--- src/rtl/arm_defs_pkg.sv ---
// arm_defs: shared ARM pipeline constants (register index width, PC index, ALU commands)
package arm_defs;
    localparam int REG_AW = 4;
    localparam int PC_IDX = 15;
    localparam logic [3:0] EXE_MOV = 4'b0001;
    localparam logic [3:0] EXE_MVN = 4'b1001;
    localparam logic [3:0] EXE_ADD = 4'b0010;
    localparam logic [3:0] EXE_ADC = 4'b0011;
    localparam logic [3:0] EXE_SUB = 4'b0100;
    localparam logic [3:0] EXE_SBC = 4'b0101;
    localparam logic [3:0] EXE_AND = 4'b0110;
    localparam logic [3:0] EXE_ORR = 4'b0111;
    localparam logic [3:0] EXE_EOR = 4'b1000;
    localparam logic [3:0] EXE_CMP = 4'b1100;
    localparam logic [3:0] EXE_TST = 4'b1110;
    localparam logic [3:0] EXE_LDR = 4'b0010;
    localparam logic [3:0] EXE_STR = 4'b0010;
endpackage

--- src/rtl/id_ex_stage_reg_operand_bypass.sv ---
// operand_bypass: substitutes write-back data for one operand when the indices match (never for PC)
module operand_bypass
    import arm_defs::PC_IDX;
#(
    parameter int DATA_W = 32,
    parameter int REG_AW = 4
) (
    input  logic [REG_AW-1:0] src,
    input  logic              used,
    input  logic [DATA_W-1:0] reg_val,
    input  logic              wb_en,
    input  logic [REG_AW-1:0] wb_dest,
    input  logic [DATA_W-1:0] wb_value,
    output logic [DATA_W-1:0] val
);
    assign val = (used && wb_en && wb_dest == src && src != REG_AW'(PC_IDX)) ? wb_value : reg_val;
endmodule

--- src/rtl/id_ex_stage_reg.sv ---
// id_ex_stage_reg: ID/EX pipeline register with flush, freeze, bubble and write-back bypass
module id_ex_stage_reg #(
    parameter int DATA_W = 32,
    parameter int REG_AW = arm_defs::REG_AW
) (
    input  logic              clk,
    input  logic              rst,
    input  logic              freeze,
    input  logic              flush,
    input  logic              id_valid,
    input  logic [DATA_W-1:0] pc_in,
    input  logic [REG_AW-1:0] src_1,
    input  logic [REG_AW-1:0] src_2,
    input  logic              src_2_used,
    input  logic [DATA_W-1:0] reg_1,
    input  logic [DATA_W-1:0] reg_2,
    input  logic [REG_AW-1:0] dest_in,
    input  logic [3:0]        exe_cmd_in,
    input  logic              mem_r_en_in,
    input  logic              mem_w_en_in,
    input  logic              wb_en_in,
    input  logic              b_in,
    input  logic              s_in,
    input  logic              imm_in,
    input  logic [11:0]       shift_operand_in,
    input  logic [23:0]       signed_imm_24_in,
    input  logic [3:0]        status_in,
    input  logic              wb_en_wb,
    input  logic [REG_AW-1:0] wb_dest,
    input  logic [DATA_W-1:0] wb_value,
    output logic              valid_out,
    output logic [DATA_W-1:0] pc,
    output logic [DATA_W-1:0] val_rn,
    output logic [DATA_W-1:0] val_rm,
    output logic [REG_AW-1:0] dest,
    output logic [3:0]        exe_cmd,
    output logic              mem_r_en,
    output logic              mem_w_en,
    output logic              wb_en,
    output logic              b,
    output logic              s,
    output logic              imm,
    output logic [11:0]       shift_operand,
    output logic [23:0]       signed_imm_24,
    output logic [3:0]        status,
    output logic [REG_AW-1:0] src_1_out,
    output logic [REG_AW-1:0] src_2_out
);
    logic              src_2_used_q;
    logic [DATA_W-1:0] byp_1;
    logic [DATA_W-1:0] byp_2;

    // While frozen the bypass units look at the held slot, otherwise at the incoming instruction
    operand_bypass #(.DATA_W(DATA_W), .REG_AW(REG_AW)) u_byp_1 (
        .src(freeze ? src_1_out : src_1), .used(freeze ? valid_out : 1'b1),
        .reg_val(freeze ? val_rn : reg_1), .wb_en(wb_en_wb), .wb_dest(wb_dest),
        .wb_value(wb_value), .val(byp_1)
    );
    operand_bypass #(.DATA_W(DATA_W), .REG_AW(REG_AW)) u_byp_2 (
        .src(freeze ? src_2_out : src_2), .used(freeze ? (valid_out & src_2_used_q) : src_2_used),
        .reg_val(freeze ? val_rm : reg_2), .wb_en(wb_en_wb), .wb_dest(wb_dest),
        .wb_value(wb_value), .val(byp_2)
    );

    // Slot register: reset/flush clear, freeze holds (operands may refresh), otherwise capture
    always_ff @(posedge clk or negedge rst) begin
        if (!rst) begin
            valid_out <= 1'b0; pc <= '0; val_rn <= '0; val_rm <= '0; dest <= '0; exe_cmd <= '0;
            mem_r_en <= 1'b0; mem_w_en <= 1'b0; wb_en <= 1'b0; b <= 1'b0; s <= 1'b0; imm <= 1'b0;
            shift_operand <= '0; signed_imm_24 <= '0; status <= '0;
            src_1_out <= '0; src_2_out <= '0; src_2_used_q <= 1'b0;
        end else if (flush) begin
            valid_out <= 1'b0; pc <= '0; val_rn <= '0; val_rm <= '0; dest <= '0; exe_cmd <= '0;
            mem_r_en <= 1'b0; mem_w_en <= 1'b0; wb_en <= 1'b0; b <= 1'b0; s <= 1'b0; imm <= 1'b0;
            shift_operand <= '0; signed_imm_24 <= '0; status <= '0;
            src_1_out <= '0; src_2_out <= '0; src_2_used_q <= 1'b0;
        end else if (freeze) begin
            val_rn <= byp_1;
            val_rm <= byp_2;
        end else begin
            valid_out <= id_valid; pc <= pc_in; val_rn <= byp_1; val_rm <= byp_2;
            dest <= dest_in; exe_cmd <= exe_cmd_in;
            mem_r_en <= mem_r_en_in & id_valid; mem_w_en <= mem_w_en_in & id_valid;
            wb_en <= wb_en_in & id_valid; b <= b_in & id_valid; s <= s_in & id_valid;
            imm <= imm_in; shift_operand <= shift_operand_in; signed_imm_24 <= signed_imm_24_in;
            status <= status_in; src_1_out <= src_1; src_2_out <= src_2; src_2_used_q <= src_2_used;
        end
    end
endmodule

--- config.mk ---
export PLATFORM = sky130hd
export DESIGN_NAME = id_ex_stage_reg
export DESIGN_NICKNAME = d
export VERILOG_FILES = /design/src/rtl/arm_defs_pkg.sv /design/src/rtl/id_ex_stage_reg_operand_bypass.sv /design/src/rtl/id_ex_stage_reg.sv
export SDC_FILE = /design/constraint.sdc
export NUM_CORES = 1
export LEC_CHECK = 0
export CAP_MARGIN = 20
export CORE_AREA = 2 2 139 141
export CTS_CLUSTER_DIAMETER = 30
export DETAILED_ROUTE_END_ITERATION = 6
export DIE_AREA = 0 0 141 143
export DONT_BUFFER_PORTS = 1
export PLACE_DENSITY = 0.54
export SYNTH_ARGS = -nofsm -noshare
export SYNTH_HDL_FRONTEND = slang
export SYNTH_SLANG_ARGS = --single-unit
--- constraint.sdc ---
create_clock -name clk -period 1.85 [get_ports clk]
set_clock_uncertainty 0.05 [all_clocks]
set_input_delay 0.37 -clock clk [delete_from_list [all_inputs] [get_ports clk]]
set_output_delay 0.37 -clock clk [all_outputs]
set_load 0.05 [all_outputs]
# [Word-level counts from Yosys, hierarchy flattened]
# Cells that the tools add are included.
[word_totals] regBits=160 inputBits=201 output_inout_bits=159 word_cells=77
[classes] n_bitwise=6 n_eq_ne=7 muxes=40 reduce_logical=6
[op_table] cell="2-to-1 mux 32 bit" n=8
[op_table] cell="2-to-1 mux 24 bit" n=2
[op_table] cell="2-to-1 mux 4 bit" n=10
[op_table] cell="2-to-1 mux 12 bit" n=2
[op_table] cell="2-to-1 mux 1 bit" n=18
[op_table] cell="== test 4 bit" n=2
[op_table] cell="!= test 4 bit (second input constant)" n=2
[op_table] cell="bitwise AND 1 bit" n=6
[op_table] cell="logical AND 1 bit" n=6
[op_table] cell="!= test 3 x 1 -> 1 bit (second input constant)" n=2
[op_table] cell="!= test 2 x 1 -> 1 bit (second input constant)" n=1

# [Logic depth before layout (Yosys ltp)]
# Gate-level depths: netlist (run 1).
[logic_depth] depth_word=7 mapped_depth=9 depth_no_buf=5

# [By module]
# From an unflattened synthesis (run 1), not the netlist that was laid out.
[hier_totals] hier_cells=602 hier_area_um2=8206.6
[modules_own_cells] mod="id_ex_stage_reg" area_each_um2=7075.5 seq_area_each_um2=4003.8 instances=1 cells_each=516
[modules_own_cells] mod="operand_bypass" area_each_um2=565.5 seq_area_each_um2=0.0 instances=2 cells_each=43

# [Worst setup path before layout (run 1)]
# Ideal clock, no wire load.
[synth_path] kind="flip-flop to flip-flop" start="register src_1_out[2]" end="register val_rn[10]" t_arrival_ps=2007 slack_ps=-334 synth_period_minus_slack_ps=2184 n_path_buf=2 stages_incl_launch_ff=8 required_ps=1673 setup_time_ps=127 path_cell_list="dfrtp_1 -> mux2i_1 -> xnor2_1 -> a211oi_1 -> and4_1 -> buf_4 -> buf_6 -> mux2_1"
[synth_between] elab_chain_len=6 word_cells_on_any_way=8 cone_classes="3 x eq/ne; 3 x mux; 2 x reduce/logical"
[synth_rtl] item="start, declared" line_no="id_ex_stage_reg.sv:46" source="output logic [REG_AW-1:0] src_1_out,"
[synth_rtl] item="start signal, assigned" line_no="id_ex_stage_reg.sv:86" source="status <= status_in; src_1_out <= src_1; src_2_out <= src_2; src_2_used_q <= src_2_used;"
[synth_rtl] item="2-to-1 mux 4 bit (*)"
[synth_rtl] item="== test 4 bit" line_no="id_ex_stage_reg_operand_bypass.sv:16" source="assign val = (used && wb_en && wb_dest == src && src != REG_AW'(PC_IDX)) ? wb_value : reg_val;"
[synth_rtl] item="logical AND 1 bit" line_no="id_ex_stage_reg_operand_bypass.sv:16"
[synth_rtl] item="logical AND 1 bit (*)" line_no="id_ex_stage_reg_operand_bypass.sv:16"
[synth_rtl] item="2-to-1 mux 32 bit" line_no="id_ex_stage_reg_operand_bypass.sv:16"
[synth_rtl] item="2-to-1 mux 32 bit" line_no="id_ex_stage_reg.sv:72" source="end else if (flush) begin"
[synth_rtl] item="end signal, assigned" line_no="id_ex_stage_reg.sv:78" source="val_rn <= byp_1;"
[synth_rtl] item="end signal, assigned" line_no="id_ex_stage_reg.sv:81" source="valid_out <= id_valid; pc <= pc_in; val_rn <= byp_1; val_rm <= byp_2;"
[synth_rtl] item="end, declared" line_no="id_ex_stage_reg.sv:33" source="output logic [DATA_W-1:0] val_rn,"
# Every way passes the cells marked *; elsewhere a longest branch is shown, timed or not.
# A chain may end at the register's enable or synchronous reset.

# [Worst setup path after layout (run 1)]
[layout_path] start="register src_1_out[2]" end="register val_rn[7]"
# The elaborated chain is that of the path after synthesis.

==> metrics, run 1 <==
post-layout worst setup margin=slightly below 0.02 ns; switching part of the total=0.314; Data required, critical path=approximately 2.1 ns; global-route total usage across every layer=0.198; starting utilization of the core area=0.411; simple-gate share of the synthesized area=0.114; Synth Cell Area=around 7600 µm²; root buffer selected by CTS=sky130_fd_sc_hd__clkbuf_16; RSZ-0062 raised after global routing=yes; kind of path behind the tightest hold check=in2async; count of placed standard cells including taps=891; most frequently used flop master after synthesis=sky130_fd_sc_hd__dfrtp_1; overflow left after global routing=0; launch point of the worst path=src_1_out[2]; width of the die=141 µm; Skew-Pair Late Insertion Delay=0.41 ns; status=complete, but fails checks; maximum clock path buffer count=2; per-cell via count in the routed design=between 5 and 6; f_max=546 MHz; # Max-Cap Violations=0; relative slew slack=0.620; final antenna-violating net count=0; Clk pin slew, worst setup/hold paths=roughly 0.07 ns; vias after detailed routing=5077; depth of the worst register-to-register path=7; average instance area after synthesis=between 10 and 15 µm²; count of fill cells added during filler insertion=between 1500 and 2000; Routed wire per std cell=roughly 21 µm; power per cell area=between 900 and 1000 nW/µm²; Post-Synth XOR/XNOR Area=0.00573; DRC viols=0; actual transition at the worst max-transition pin=~0.57 ns; number of global-route vias before repair=between 5000 and 6000; total number of yosys warnings=0; timing endpoint of the critical path=val_rn[7]; top fanout value on the critical path=13; post-synthesis cell count=672; initial antenna violation count=0; complex-gate fraction of the synthesized area=0.0378; First DRT Iteration DRCs=220; biggest area contributors in the synthesized netlist=sky130_fd_sc_hd__dfrtp_1 52%, sky130_fd_sc_hd__mux2i_1 21%, sky130_fd_sc_hd__nor2_1 7.8%; met2 track utilization from global routing=0.345; Async SR Flop Fraction=1.00; Std-Cell Core Area=~19000 µm²; arrival time at the worst endpoint=~2.1 ns; multiplexer fraction of the synthesized cell area=0.277; share of post-route cells with drive strength above 1=0.187; worst-case register-to-register setup slack=0.02 ns; placed standard-cell area=8040 µm²; clock share of power=0.401; number of standard-cell rows in the floorplan=50; met3 track demand over resource=0.0765; CTS HTree Levels=4; Post-Synthesis Net Count=between 800 and 900; met1 capacity usage during global routing=0.227; Die H=143 µm; TritonCTS clock tree=done; share of the cycle needed by the critical path after routing=0.989; hold_buf cts=27; final weighted congestion in routability-driven placement=between 0.7 and 0.8; P_int=6.10 mW; number of synthesized flops with an enable pin=0; wire length of the first global-routing pass=30.7 mm; Setup Viol. Count Final=0; drt pass-1 iters=4; portion of the post-synthesis area used by sequential elements=0.524; die area=about 20000 µm²; # diodes=0; total I/O pin count=360; Post-layout nets=~900; summed area of non-filler cells in the final layout=between 8000 and 9000 µm²; category of the worst setup path launch point=register; Design Power=approximately 8.9 mW; relative contribution of sequential cells to total power=0.505; Reg-to-Reg Start=src_1_out[2]; type of destination of the critical path=register; Routed Wire Length=about 20 mm; Pleak=4.61 nW; area fraction of the dominant cell type after synthesis=0.524; endpoint of the worst register-to-register path=val_rn[7]; kind of critical path=reg2reg; Worst Setup Slack post-DPL=-0.0676 ns; global route hottest layer=met2; FF+latch count, synth=160; clock sink count=160; count of different cell masters after synthesis=36; IO buf count=0; post-DP HPWL=approximately 14 mm; CTS Buf Count=17; adder-cell share of the synthesized area=0; minimum clock period after layout=1.83 ns; combinational cell fraction of total power=0.094; signed area change from the synthesized netlist to the final layout=17.4%; net switching power=approximately 2.8 mW; largest family of logic cells by synthesized area=multiplexers; peak ir drop on the vdd network=about 580 µV; Min Hold Slack=-0.410 ns; largest net degree at the start of global routing=~170; dominant cell type by area after synthesis=sky130_fd_sc_hd__dfrtp_1; failing checks=hold timing; Pins Over Slew Limit=0; Non-Filler Instances=about 950; final-report hold violation count=160
## power groups by stage
stage / Sequential (mW) / Combinational [mW] / Clock [mW]
5_1_grt: 4.51 / 0.914 / 3.85
3_3_place_gp: 4.55 / 0.734 / 0
3_5_place_dp: 4.55 / 0.761 / 0
6_report: 4.48 / 0.838 / 3.57
4_1_cts: 4.49 / 0.837 / 3.68
2_1_floorplan: 4.61 / 0.630 / 0
## metrics by stage
step	setup TNS, ns	utilization
global placement	-0.123	0.433
finish	0	0.482
floorplan	-1.52	-
CTS	-0.00185	0.481
global route	-1.51	0.482
detailed placement	-0.577	0.433
## cell usage in the layout, fill, tap and decap left out, drive strengths merged, types with 2 or more instances in the layout
master       Yosys  final
xnor2            5      5
mux2i          157    157
o21ai            2      2
clkbuf          25     18
nand2            3      3
a22oi            4      4
clkinv           0      3
a211oi           2      2
buf             23     35
nand2b           4      4
and3             2      2
dlygate4sd3      0     26
mux2            44     44
nor2           159    159
nand3            2      2
a21oi           16     16
inv             17     25
nor2b           18     18
a211o            4      4
dfrtp          160    160
a31o            12     12
clkinvlp         0      2
or2              4      4
## critical path, stage by stage, from the launching register on
cell and delay (ns):
sky130_fd_sc_hd__dfrtp_2 0.40, sky130_fd_sc_hd__mux2i_1 0.14, sky130_fd_sc_hd__buf_4 0.14, sky130_fd_sc_hd__xnor2_2 0.06, sky130_fd_sc_hd__a211oi_2 0.17, sky130_fd_sc_hd__and4_4 0.26, sky130_fd_sc_hd__buf_12 0.15, sky130_fd_sc_hd__mux2_1 0.33
## synthesized netlist by cell type (2+ instances only)
library cell	instances
sky130_fd_sc_hd__a211o_1	4
sky130_fd_sc_hd__a211oi_1	2
sky130_fd_sc_hd__a21oi_1	16
sky130_fd_sc_hd__a22oi_1	4
sky130_fd_sc_hd__a31o_2	12
sky130_fd_sc_hd__and3_1	2
sky130_fd_sc_hd__buf_2	13
sky130_fd_sc_hd__buf_4	4
sky130_fd_sc_hd__buf_6	5
sky130_fd_sc_hd__clkbuf_1	25
sky130_fd_sc_hd__dfrtp_1	160
sky130_fd_sc_hd__inv_1	17
sky130_fd_sc_hd__mux2_1	25
sky130_fd_sc_hd__mux2_2	6
sky130_fd_sc_hd__mux2_4	13
sky130_fd_sc_hd__mux2i_1	157
sky130_fd_sc_hd__nand2_1	2
sky130_fd_sc_hd__nand2b_1	4
sky130_fd_sc_hd__nand3_1	2
sky130_fd_sc_hd__nor2_1	159
sky130_fd_sc_hd__nor2b_1	18
sky130_fd_sc_hd__or2_2	4
sky130_fd_sc_hd__xnor2_1	5
## layout make-up
class / count / area, µm² / share of cell area
flip-flops and latches: 160 / 4020 / 0.448
multi-input cells: 447 / 3410 / 0.380
repair buffers: 61 / 581 / 0.0648
clock buffers: 18 / 439 / 0.0490
well taps: 234 / 293 / 0.0327
clock inverters: 14 / 166 / 0.0186
inverters: 17 / 63.8 / 0.00712
## flip-flops by register name, indices dropped and copies added (netlist names)
signal         count
dest               4
src_2_out          4
imm                1
s                  1
src_2_used_q       1
mem_r_en           1
valid_out          1
wb_en              1
exe_cmd            4
src_1_out          4
mem_w_en           1
b                  1
status             4
pc                32
val_rn            32
shift_operand     12
signed_imm_24     24
val_rm            32
## worst min-delay path by stage
stage,to,start,slack [ns]
after global routing,exe_cmd[2],rst,-0.44
final,exe_cmd[2],rst,-0.41
after CTS,exe_cmd[2],rst,-0.43
after floorplan,b,rst,0.02
after detailed placement,exe_cmd[2],rst,0.03
after global placement,dest[3],rst,0.03
## what timing repair did
item                       4_1_cts  5_1_grt
setup buffers                    0        1
resized for setup                2        4
hold endpoints to repair       255      160
pin swaps                        1        1
setup endpoints to repair       12       38
## per-layer routing
metal,vias up,routed length [µm]
met5,-,0
met4,0,310
met3,22,1820
met2,236,10300
met1,2490,7730
li1,2329,-
## cells by family after synthesis
family,Yosys count
buffers and inverters,65
AO/OA/AOI/OAI,42
flip-flops,160
AND/OR/NAND/NOR,199
multiplexers,201
XOR/XNOR,5
Power figures use the tool's default switching activity.
==> inputs of run 2 (changes only) <==
--- a/config.mk
+++ b/config.mk
@@ -6,10 +6,11 @@
 export NUM_CORES = 1
 export LEC_CHECK = 0
 export CAP_MARGIN = 20
-export CORE_AREA = 2 2 139 141
-export CTS_CLUSTER_DIAMETER = 30
+export CORE_AREA = 2 2 140 142
+export CTS_BUF_LIST = sky130_fd_sc_hd__clkbuf_16
+export CTS_CLUSTER_DIAMETER = 60
 export DETAILED_ROUTE_END_ITERATION = 6
-export DIE_AREA = 0 0 141 143
+export DIE_AREA = 0 0 142 144
 export DONT_BUFFER_PORTS = 1
 export PLACE_DENSITY = 0.54
 export SYNTH_ARGS = -nofsm -noshare
==> run 2 against run 1 <==
Compared with the run above:
- utilization is 1.1 points lower
- critical path type unchanged
- critical endpoint is now val_rn[2]
- design area grew 0.32%
- cell count up 0.21%
- the run ends with hold timing, setup timing left
==> metrics, run 2 (same netlist as run 1, synthesis figures left out) <==
width of the die=142 µm (+0.71%); starting utilization of the core area=0.400 (-0.0108); Skew-Pair Late Insertion Delay=0.42 ns (about the same); signed area change from the synthesized netlist to the final layout=17.7%; Pleak=4.61 nW (about the same); Die H=144 µm (+0.70%); Min Hold Slack=-0.413 ns (-0.00309 ns); IO buf count=0 (unchanged); category of the worst setup path launch point=register; count of placed standard cells including taps=893 (+0.22%); worst-case register-to-register setup slack=-0.03 ns (-0.05 ns); post-layout worst setup margin=-0.0272 ns (-0.0469 ns); Non-Filler Instances=953 (+0.21%); Pins Over Slew Limit=0 (unchanged); depth of the worst register-to-register path=7 (unchanged); endpoint of the worst register-to-register path=val_rn[2]; largest registers ranked by flip-flop count=pc x32, val_rm x32, val_rn x32; arrival time at the worst endpoint=2.13 ns (+0.05 ns); global-route total usage across every layer=0.187 (-0.0112); actual transition at the worst max-transition pin=0.561 ns (-0.00952 ns); final-report hold violation count=160 (unchanged); Critical Path, Cell by Cell=mux2i_1, buf_4, xnor2_2, a211oi_2, and4_4, clkbuf_16, mux2_1; summed area of non-filler cells in the final layout=8990 µm² (+0.32%); Reg-to-Reg Start=src_1_out[2]; vias after detailed routing=5054 (-0.45%); wire length of the first global-routing pass=29.2 mm (-4.8%); Post-layout nets=903 (-0.22%); number of global-route vias before repair=5195 (-2.7%); power per cell area=980 nW/µm² (-1.1%); CTS Buf Count=17 (unchanged); maximum clock path buffer count=2 (unchanged); per-cell via count in the routed design=5.30 (-0.66%); minimum clock period after layout=1.88 ns (+0.0469 ns); CTS HTree Levels=4 (unchanged); TritonCTS clock tree=done; Routed Wire Length=20.0 mm (-0.66%); kind of critical path=reg2reg; leading cell type in the layout, fill and taps excluded=sky130_fd_sc_hd__nor2_1; kind of path behind the tightest hold check=in2async; root buffer selected by CTS=sky130_fd_sc_hd__clkbuf_16; largest stage delay on the critical path=0.40 ns (about the same); Design Power=8.81 mW (-0.83%); highest-delay cell along the critical path=sky130_fd_sc_hd__dfrtp_2; relative slew slack=0.626 (+0.00635); clock sink count=160 (unchanged); die area=20400 µm² (+1.4%); top fanout value on the critical path=6 (-7); Clk pin slew, worst setup/hold paths=0.07 ns (about the same); # diodes=0 (unchanged); # Max-Cap Violations=0 (unchanged); initial antenna violation count=0 (unchanged); placed standard-cell area=8040 µm² (about the same); DRC viols=0 (unchanged); total I/O pin count=360 (unchanged); type of destination of the critical path=register; First DRT Iteration DRCs=223 (+1.4%); f_max=533 MHz (-2.5%); status=complete, but fails checks; share of the cycle needed by the critical path after routing=1.01 (+0.0253); final antenna-violating net count=0 (unchanged); launch point of the worst path=src_1_out[2]; post-DP HPWL=13.4 mm (-1.6%); Setup Viol. Count Final=9 (+9); drt pass-1 iters=4 (unchanged); Data required, critical path=2.10 ns (about the same); peak ir drop on the vdd network=600 µV (+3.7%); Routed wire per std cell=21.0 µm (-0.87%); Std-Cell Core Area=19100 µm² (+2.7%); number of standard-cell rows in the floorplan=51 (+2.0%); largest net degree at the start of global routing=174 (unchanged); share of post-route cells with drive strength above 1=0.193 (+0.00612); failing checks=hold timing, setup timing; commonest non-fill, non-tap cells in the layout=159 x sky130_fd_sc_hd__nor2_1, 152 x sky130_fd_sc_hd__mux2i_1, 151 x sky130_fd_sc_hd__dfrtp_1; timing endpoint of the critical path=val_rn[2]; overflow left after global routing=0 (unchanged); Post-Route Setup TNS=-0.176 ns (-0.176 ns); final weighted congestion in routability-driven placement=0.760 (-0.52%); RSZ-0062 raised after global routing=yes; hold_buf cts=26 (-3.7%)
## run 2: worst min path at each step
stage | end | start
5_1_grt | val_rm[26] | rst
2_1_floorplan | b | rst
6_report | val_rm[27] | rst
3_3_place_gp | val_rm[27] | rst
4_1_cts | val_rm[27] | rst
3_5_place_dp | val_rm[27] | rst
## run 2: repair_timing
item                                    4_1_cts  5_1_grt
gates resized for setup                       3       11
pin swaps                                     1        1
endpoints found under the setup margin       17       53
setup buffers                                 0        1
gates cloned                                  0        1
hold endpoints to repair                    256      160
## run 2: routing by layer
metal,track usage,up-vias,routed length [µm]
met1,0.224,2461,7960
met5,0,-,0
met2,0.317,248,10100
met4,0.0700,0,405
li1,-,2321,-
met3,0.0599,24,1580
## run 2: critical path: cells and delay by family (launching register included)
kind | cells | cell delay (ns)
mux | 2 | 0.44
simple gates | 1 | 0.31
flops | 1 | 0.40
xor+xnor | 1 | 0.06
buf+inv | 2 | 0.31
compound gates | 1 | 0.18
## run 2: cell type report
class                      count  area [µm²]
fill                        1745       10100
sequential                   160        4020
multi-input combinational    447        3430
timing repair buffer          59         601
clock buffer                  17         425
tap                          238         298
clock inverter                15         164
inverter                      17        63.8
## run 2: power breakdown
group	switching [mW]	internal (mW)
registers	0.795	3.69
logic	0.392	0.443
clock network	1.68	1.82
## run 2: per-stage QoR
step | hold WS [ns] | utilization | worst slack [ns]
floorplan | 0.0244 | - | -0.116
global placement | 0.0283 | 0.422 | -0.00774
detailed placement | 0.0289 | 0.422 | -0.0485
CTS | -0.433 | 0.468 | 0.000637
global route | -0.434 | 0.471 | -0.115
finish | -0.413 | 0.471 | -0.0272
